**src/rtl/sign_ext_pipe.sv**
```systemverilog
// Streaming sign/zero extender with a valid/ready output register.
// Define EXT_SKID_EN to add a skid register and register the in_ready output.
module sign_ext_pipe #(
   parameter int DATA_WIDTH = 32,
   parameter int SIZE_W     = 2
) (
   input  logic                  clk,
   input  logic                  rst_n,
   input  logic                  in_valid,
   output logic                  in_ready,
   input  logic [DATA_WIDTH-1:0] in_data,
   input  logic [SIZE_W-1:0]     in_size,
   input  logic                  in_signed,
   output logic                  out_valid,
   input  logic                  out_ready,
   output logic [DATA_WIDTH-1:0] out_data,
   output logic                  out_trunc
);

   typedef enum logic [1:0] {
      EMPTY = 2'd0,
      ONE   = 2'd1
`ifdef EXT_SKID_EN
      , TWO = 2'd2
`endif
   } state_t;

   // Returns {trunc, extended word}. The field is parked at the top of the
   // word and shifted back down, arithmetically when sign extension is wanted.
   function automatic logic [DATA_WIDTH:0] extend(
      input logic [DATA_WIDTH-1:0] d,
      input logic [SIZE_W-1:0]     sz,
      input logic                  sg
   );
      int unsigned                   sw;
      int unsigned                   sh;
      logic signed [DATA_WIDTH-1:0]  t;
      logic        [DATA_WIDTH:0]    res;
      sw = 32'd8 << sz;
      if (sw >= DATA_WIDTH) begin
         res = {1'b1, d};
      end else begin
         sh = DATA_WIDTH - sw;
         t  = $signed(d << sh);
         if (sg) t = t >>> sh;
         else    t = $signed($unsigned(t) >> sh);
         res = {1'b0, $unsigned(t)};
      end
      return res;
   endfunction

   state_t                  state, state_nxt;
   logic                    accept, take;
   logic                    load_main, load_skid, skid_to_main;
   logic [DATA_WIDTH-1:0]   ext_p0;
   logic                    trunc_p0;
   logic [DATA_WIDTH-1:0]   main_p1;
   logic                    main_trunc_p1;

   // ---- stage 0: combinational extension on the input side ----
   assign {trunc_p0, ext_p0} = extend(in_data, in_size, in_signed);

   assign accept    = in_valid && in_ready;
   assign out_valid = (state != EMPTY);
   assign take      = out_valid && out_ready;

   always_comb begin
      state_nxt    = state;
      load_main    = 1'b0;
      load_skid    = 1'b0;
      skid_to_main = 1'b0;
      case (state)
         EMPTY: begin
            if (accept) begin
               state_nxt = ONE;
               load_main = 1'b1;
            end
         end
         ONE: begin
            if (take && accept) begin
               load_main = 1'b1;
            end else if (take) begin
               state_nxt = EMPTY;
`ifdef EXT_SKID_EN
            end else if (accept) begin
               state_nxt = TWO;
               load_skid = 1'b1;
`endif
            end
         end
`ifdef EXT_SKID_EN
         TWO: begin
            if (take) begin
               state_nxt    = ONE;
               skid_to_main = 1'b1;
            end
         end
`endif
         default: state_nxt = EMPTY;
      endcase
   end

   always_ff @(posedge clk or negedge rst_n) begin
      if (!rst_n) state <= EMPTY;
      else        state <= state_nxt;
   end

`ifdef EXT_SKID_EN
   logic [DATA_WIDTH-1:0] skid_p1;
   logic                  skid_trunc_p1;
   logic                  rdy_p1;

   always_ff @(posedge clk or negedge rst_n) begin
      if (!rst_n) begin
         skid_p1       <= '0;
         skid_trunc_p1 <= 1'b0;
      end else if (load_skid) begin
         skid_p1       <= ext_p0;
         skid_trunc_p1 <= trunc_p0;
      end
   end

   // in_ready is the registered "not full" flag, isolated from out_ready.
   always_ff @(posedge clk or negedge rst_n) begin
      if (!rst_n) rdy_p1 <= 1'b1;
      else        rdy_p1 <= (state_nxt != TWO);
   end
   assign in_ready = rdy_p1;
`else
   logic [DATA_WIDTH-1:0] skid_p1;
   logic                  skid_trunc_p1;
   assign skid_p1       = '0;
   assign skid_trunc_p1 = 1'b0;
   assign in_ready      = !out_valid || out_ready;
`endif

   // ---- stage 1: output register ----
   always_ff @(posedge clk or negedge rst_n) begin
      if (!rst_n) begin
         main_p1       <= '0;
         main_trunc_p1 <= 1'b0;
      end else if (load_main) begin
         main_p1       <= ext_p0;
         main_trunc_p1 <= trunc_p0;
      end else if (skid_to_main) begin
         main_p1       <= skid_p1;
         main_trunc_p1 <= skid_trunc_p1;
      end
   end

   assign out_data  = main_p1;
   assign out_trunc = main_trunc_p1;

endmodule

```
**config.mk**
```make
export PLATFORM = sky130hd
export DESIGN_NAME = sign_ext_pipe
export DESIGN_NICKNAME = d
export VERILOG_FILES = /design/src/rtl/sign_ext_pipe.sv
export SDC_FILE = /design/constraint.sdc
export NUM_CORES = 1
export LEC_CHECK = 0
export ABC_CLOCK_PERIOD_IN_PS = 1300
export CORE_MARGIN = 3
export CORE_UTILIZATION = 32
export CTS_BUF_LIST = sky130_fd_sc_hd__clkbuf_8
export DETAILED_ROUTE_END_ITERATION = 8
export DONT_BUFFER_PORTS = 1
export PLACE_DENSITY = 0.49
export SETUP_SLACK_MARGIN = 0.5
export SLEW_MARGIN = 5
export SYNTH_ARGS = -nofsm -noshare
export SYNTH_HDL_FRONTEND = slang
export SYNTH_SLANG_ARGS = --single-unit
```
**constraint.sdc**
```tcl
create_clock -name clk -period 1.3 [get_ports clk]
set_input_delay 0.13 -clock clk [delete_from_list [all_inputs] [get_ports clk]]
set_output_delay 0.13 -clock clk [all_outputs]
set_load 0.05 [all_outputs]
```
==> results by group, run 1 <==
Outcome
  • Status: finished, violations left
  • Failing checks: negative hold slack

Floorplanning
  • I/O pins: 74
  • Die Wd: 74.4 um
  • Die Span Y: 74.4 um
  • Std-Cell Rows: 24
  • Full die area: 5530 sq um
  • Initial Util: 0.337
  • Core Area: 4440 sq um

Yosys
  • Area leader, netlist: dfrtp_1
  • Ys flop type: dfrtp_1
  • Post-synth top cells: 34 x dfrtp_1, 24 x a21oi_1, 24 x a31oi_1
  • Syn nets: 176
  • Top post-synthesis cells by area: dfrtp_1 57%, a31oi_1 10%, a21oi_1 8.0%, mux2_2 4.5%, mux2_4 4.0%
  • Post-synth EDFFs: 0
  • Gate Count Post-Synth: 137
  • Library cells used by synthesis: 17
  • Seq/Total Area, Yosys: 0.569
  • Count leader, synth: dfrtp_1
  • Synth Cell Area: 1500 sq um
  • Yosys warns: 0
  • Yosys reg bits: 34
  • Synth top area share: 0.569
  • Avg Cell Area, Syn: 10.9 sq um
  • Asr flop ratio synth: 1.00

Routing
  • Total Wirelength: 4320 um
  • WL/cell: 17.3 um
  • Initial drt markers: 83
  • Antenna Nets Post-Route: 0
  • Total number of vias: 1,299
  • Total iterations of the first detailed-routing run: 4
  • Drc violations: 0
  • Vias per inst: 5.20

Power and ir drop
  • Peak VDD IR: 567 uV
  • Leak: 1.02 nW
  • Total Power: 0.00341 W
  • PwrDens: 1510 nW/um^2

Clock network
  • Clk_lat worst skew: 0.28 ns
  • Number of buffers inserted during clock tree synthesis: 5
  • CTS tree: yes
  • Total number of H-tree levels: 2
  • Root Buffer: clkbuf_8
  • Clock slew at reported path FFs: 0.07 ns
  • Clk sinks: 34
  • Clk buf depth: 2

Global route
  • Vias in the first global route: 1,307
  • GRT Total Usage: 0.161
  • Largest net degree at the start of global routing: 35
  • First-pass GRT wire length: 6600 um
  • Initial antenna violation count: 0
  • Total gr overflow: 0

STA
  • Final worst-path cycle share: 0.907
  • Least-Margin Pin Slew: 0.368 ns
  • Setup Viol. Count Final: 0
  • Fmax: 0.848 GHz
  • Min Clock Period, post-route: 1.18 ns
  • Slew margin rel.: 0.753
  • RSZ-0062 raised after global routing: true
  • Final Skew: 0.00412 ns
  • Hold Fails Final Rpt: 34
  • Hold WS: -0.462 ns
  • Final Max Tran Viols: 0

Cells and area
  • Core Util, Final: 0.508
  • Share of cells above drive strength 1: 0.364
  • Fill count: 408
  • Finished Cell Area: 2260 sq um
  • Ant diodes: 0
  • Layout area overhead: 50.9%
  • NumNets Final: 236

Setup path
  • Startpoint types: register
  • Crit path arrival time: 1.34 ns
  • Max FO, Critical Path: 7
  • R2r setup slk: 0.12 ns
  • Worst Setup End Kind: register
  • R2r worst-path depth: 3
  • Critical Path RT: 1.46 ns
  • WS Path Type: register to register
  • Capturing point of the worst reg2reg path: out_data[6]
  • FF-to-FF Start: state[0]

Placed design
  • Post-DP Area: 1740 sq um
  • GPL Wtd Cong: 0.647
  • Detailed-placement wirelength estimate: 2640 um
  • Port bufs: 0

Run
  • Max_cap viols: 0

Min path
  • Hold WC Path Type: input port to async pin
[cell usage in the layout (no fill, tap or decap), types with 2 or more instances in the layout]
master,count
and2_4,2
dlygate4sd3_1,15
a21oi_1,24
buf_8,2
dfrtp_1,33
o21ai_0,8
buf_6,35
a31oi_1,24
clkbuf_8,5
mux2_4,9
inv_1,3
nand2_1,16
buf_4,15
[flip-flops by register name (all words and copies together), names as in the netlist]
signal     count
out_trunc      1
state          1
out_data      32
[cells by family (layout without fill, tap and decap cells)]
family,count (synthesis),after routing,share of synthesized area
and+or+nand+nor,22,23,0.0727
AOI/OAI and AO/OA,56,56,0.207
DFF,34,34,0.569
buffers and inverters,15,75,0.0661
muxes,10,10,0.0853
[critical path, stage by stage, from the launching register on]
cell,delay [ns]
dfrtp_2,0.42
nand2b_4,0.09
and2_4,0.23
mux2_4,0.32
[stage by stage]
stage          setup TNS, ns  worst slack, ns  instances
2_1_floorplan          -4.17           -0.222        137
3_3_place_gp               0            0.106        211
3_5_place_dp               0           0.0396        211
4_1_cts                    0            0.118        243
5_1_grt                    0           0.0736        250
6_report                   0            0.120        250
[routing by layer]
| metal | vias up | global-route usage | share of wire |
|---|---|---|---|
| met4 | 0 | 0.0652 | 0.0072 |
| li1 | 613 | - | - |
| met2 | 51 | 0.266 | 0.51 |
| met5 | - | 0 | 0 |
| met1 | 631 | 0.201 | 0.42 |
| met3 | 4 | 0.0392 | 0.066 |
[what timing repair did]
item / 4_1_cts / 5_1_grt
setup buffers: 10 / 5
hold endpoints to repair: 47 / 36
pin swaps: 2 / 0
endpoints found under the setup margin: 69 / 69
hold buffers: 13 / 2
cloned: 1 / 0
gates resized for setup: 44 / 1
[report_power, final]
part | total (W) | switching [W] | internal, W
sequential | 0.00133 | 0.000118 | 0.00122
clock | 0.000710 | 0.000353 | 0.000356
combinational | 0.00137 | 0.000803 | 0.000562
[layout make-up]
type | instances | area (sq um) | area share
clock inverters | 3 | 11.3 | 0.00499
repair buffers | 67 | 687 | 0.304
well taps | 52 | 65.1 | 0.0288
flip-flops and latches | 34 | 852 | 0.377
clock buffers | 5 | 68.8 | 0.0305
multi-input cells | 89 | 574 | 0.254
[how the worst max path moves through the flow]
| stage | from | to |
|---|---|---|
| 2_1_floorplan | state[0] | out_data[0] |
| 3_3_place_gp | state[0] | out_data[2] |
| 3_5_place_dp | state[0] | out_data[12] |
| 4_1_cts | state[0] | out_data[4] |
| 5_1_grt | state[0] | out_data[12] |
| 6_report | state[0] | out_data[6] |
(Power assumes the default switching activity.)
==> run 2, diff against run 1 <==
--- a/config.mk
+++ b/config.mk
@@ -5,6 +5,7 @@
 export SDC_FILE = /design/constraint.sdc
 export NUM_CORES = 1
 export LEC_CHECK = 0
+export ABC_AREA = 1
 export ABC_CLOCK_PERIOD_IN_PS = 1300
 export CORE_MARGIN = 3
 export CORE_UTILIZATION = 32
==> run 2 against run 1 <==
Net effect:
- the run still ends with negative hold slack left
- global-route usage grew 1.3 points
- design area grew 11%
- fmax grew 6.8%
- die area grew 4.0%
- wire length grew 10%
- sequential share of layout area shrank 3.3 points
- via count grew 22%
==> results by group, run 2 <==
Yosys
  • Gate Count Post-Synth: 187
  • Count leader, synth: nand2_1
  • Top post-synthesis cells by area: dfrtp_1 54%, nand2_1 17%, nand3_1 8.3%, o21ai_0 3.2%, inv_1 2.9%
  • Synth Cell Area: 1560 sq um
  • Ys flop type: dfrtp_1
  • Library cells used by synthesis: 20
  • Asr flop ratio synth: 1.00
  • Avg Cell Area, Syn: 8.35 sq um
  • Syn nets: 226
  • Synth top area share: 0.545
  • Yosys warns: 0
  • Area leader, netlist: dfrtp_1
  • Post-synth top cells: 71 x nand2_1, 34 x dfrtp_1, 26 x nand3_1
  • Post-synth EDFFs: 0
  • Yosys reg bits: 34
  • Seq/Total Area, Yosys: 0.545

Routing
  • Total number of vias: 1,587
  • Antenna Nets Post-Route: 0
  • Drc violations: 0
  • Total iterations of the first detailed-routing run: 4
  • Initial drt markers: 80
  • Vias per inst: 4.90
  • WL/cell: 14.7 um
  • Total Wirelength: 4760 um

Setup path
  • FF-to-FF Start: state[0]
  • Crit path cell chain: nand2_8 -> buf_6
  • Worst path bufs/invs: 1
  • Slowest Stage Delay on Critical Path: 0.44 ns
  • Worst Setup End Kind: output port
  • Crit path arrival time: 0.97 ns
  • WS Path Type: register to output port
  • Critical-path top delay cell: dfrtp_2
  • R2r worst-path depth: 6
  • Startpoint types: register
  • CP top delay family: flip-flops
  • Critical Path RT: 1.17 ns
  • R2r setup slk: 0.22 ns
  • Max FO, Critical Path: 2
  • Capturing point of the worst reg2reg path: out_data[23]

Clock network
  • Clk_lat worst skew: 0.28 ns
  • CTS tree: yes
  • Clk sinks: 34
  • Root Buffer: clkbuf_8
  • Number of buffers inserted during clock tree synthesis: 5
  • Clock slew at reported path FFs: 0.06 ns
  • Clk buf depth: 2
  • Total number of H-tree levels: 2

STA
  • Setup TNS: 0 ns
  • Final worst-path cycle share: 0.850
  • RSZ-0062 raised after global routing: true
  • Final Max Tran Viols: 0
  • Hold Fails Final Rpt: 34
  • Slew margin rel.: 0.819
  • Final Skew: 0.00199 ns
  • Hold WS: -0.465 ns
  • Final WS setup: 0.196 ns
  • Least-Margin Pin Slew: 0.271 ns
  • Setup Viol. Count Final: 0
  • Fmax: 0.905 GHz
  • Min Clock Period, post-route: 1.10 ns

Placed design
  • Port bufs: 0
  • GPL Wtd Cong: 0.768
  • Dpl ws: 0.104 ns
  • Post-DP Area: 1880 sq um
  • Detailed-placement wirelength estimate: 3200 um

Global route
  • First-pass GRT wire length: 7350 um
  • M3 GR Usage: 0.0805
  • Met2 Use GR: 0.266
  • Gr busiest metal: met2
  • Met1 usage: 0.217
  • Total gr overflow: 0
  • Initial antenna violation count: 0
  • GRT Total Usage: 0.173
  • Largest net degree at the start of global routing: 35
  • Vias in the first global route: 1,541

Power and ir drop
  • Leak: 1.25 nW
  • Peak VDD IR: 562 uV
  • PwrDens: 1340 nW/um^2

Cells and area
  • Commonest non-fill, non-tap cells in the layout: 70 x nand2_1, 29 x buf_6, 26 x dfrtp_1
  • NumNets Final: 298
  • Max reg flops: 32
  • Commonest non-fill, non-tap cell in the layout: nand2_1
  • Layout area overhead: 60.2%
  • Finished Cell Area: 2500 sq um
  • Share of cells above drive strength 1: 0.324
  • Ant diodes: 0

Floorplanning
  • Die Span Y: 75.9 um
  • Initial Util: 0.344
  • Std-Cell Rows: 24
  • Core Area: 4530 sq um
  • Full die area: 5750 sq um
  • I/O pins: 74
  • Die Wd: 75.9 um

Run
  • Max_cap viols: 0

Outcome
  • Status: finished, violations left
  • Failing checks: negative hold slack

Min path
  • Hold WC Path Type: input port to async pin
==> run 2: cell types whose count changed after synthesis, sizes merged, moves of 5 or more <==
cell | before | now
nor2 | 1 | 6
nand2 | 16 | 74
clkbuf | 8 | 3
a31oi | 24 | 0
mux2 | 10 | 0
nand3 | 1 | 28
inv | 0 | 14
a21oi | 24 | 4
==> run 2: metrics by stage <==
stage,std cells,power [W],util
4_1_cts,316,0.00332,0.535
6_report,324,0.00335,0.552
5_1_grt,324,0.00351,0.552
3_3_place_gp,273,0.00233,0.414
3_5_place_dp,273,0.00235,0.414
2_1_floorplan,187,0.00210,-
==> run 2: logic make-up after synthesis <==
family	Yosys count	share of synthesized area
buffers and inverters	23	0.0681
AO/OA/AOI/OAI	17	0.0593
flip-flops	34	0.545
AND/OR/NAND/NOR	113	0.328
==> run 2: power breakdown <==
| part | switching, W | internal [W] | total, W |
|---|---|---|---|
| Clock | 0.000364 | 0.000359 | 0.000723 |
| Combinational | 0.000706 | 0.000485 | 0.00119 |
| Sequential | 0.000226 | 0.00121 | 0.00144 |
| Total | 0.00130 | 0.00206 | 0.00335 |
==> run 2: what timing repair did <==
item	in CTS	in global routing
setup endpoints to repair	69	69
hold buffers	24	1
pin swaps	2	0
gates resized for setup	39	3
buffers inserted	11	7
hold endpoints to repair	58	35
gates cloned	1	0
==> run 2: worst max path at each step <==
stage                   from           end  slack (ns)  cells past startpoint
global placement    state[0]  out_data[15]        0.13                      5
global route        state[0]  out_data[25]        0.15                      6
CTS                 state[0]      in_ready        0.18                      2
floorplan           state[0]  out_data[22]       0.001                      6
detailed placement  state[0]  out_data[23]        0.10                      5
finish              state[0]      in_ready        0.20                      2
==> run 2: worst register-to-register path, delay by kind of cell, from the launching register on <==
kind	cells	cell delay (ns)
buffers and inverters	1	0.14
DFF	1	0.44
and+or+nand+nor	5	0.44
==> run 2: routing by layer <==
| metal | share of wire | vias to the layer above |
|---|---|---|
| met3 | 0.095 | 16 |
| met2 | 0.49 | 69 |
| met4 | 0.014 | 0 |
| met1 | 0.40 | 755 |
| met5 | 0 | - |
| li1 | - | 747 |
==> run 2: layout make-up <==
class / count / area, sq um
Fill cell: 407 / 2030
Clock buffer: 5 / 68.8
Sequential cell: 34 / 861
Clock inverter: 2 / 10.0
Tap cell: 65 / 81.3
Inverter: 14 / 57.6
Multi-Input combinational cell: 131 / 691
Timing Repair Buffer: 73 / 732
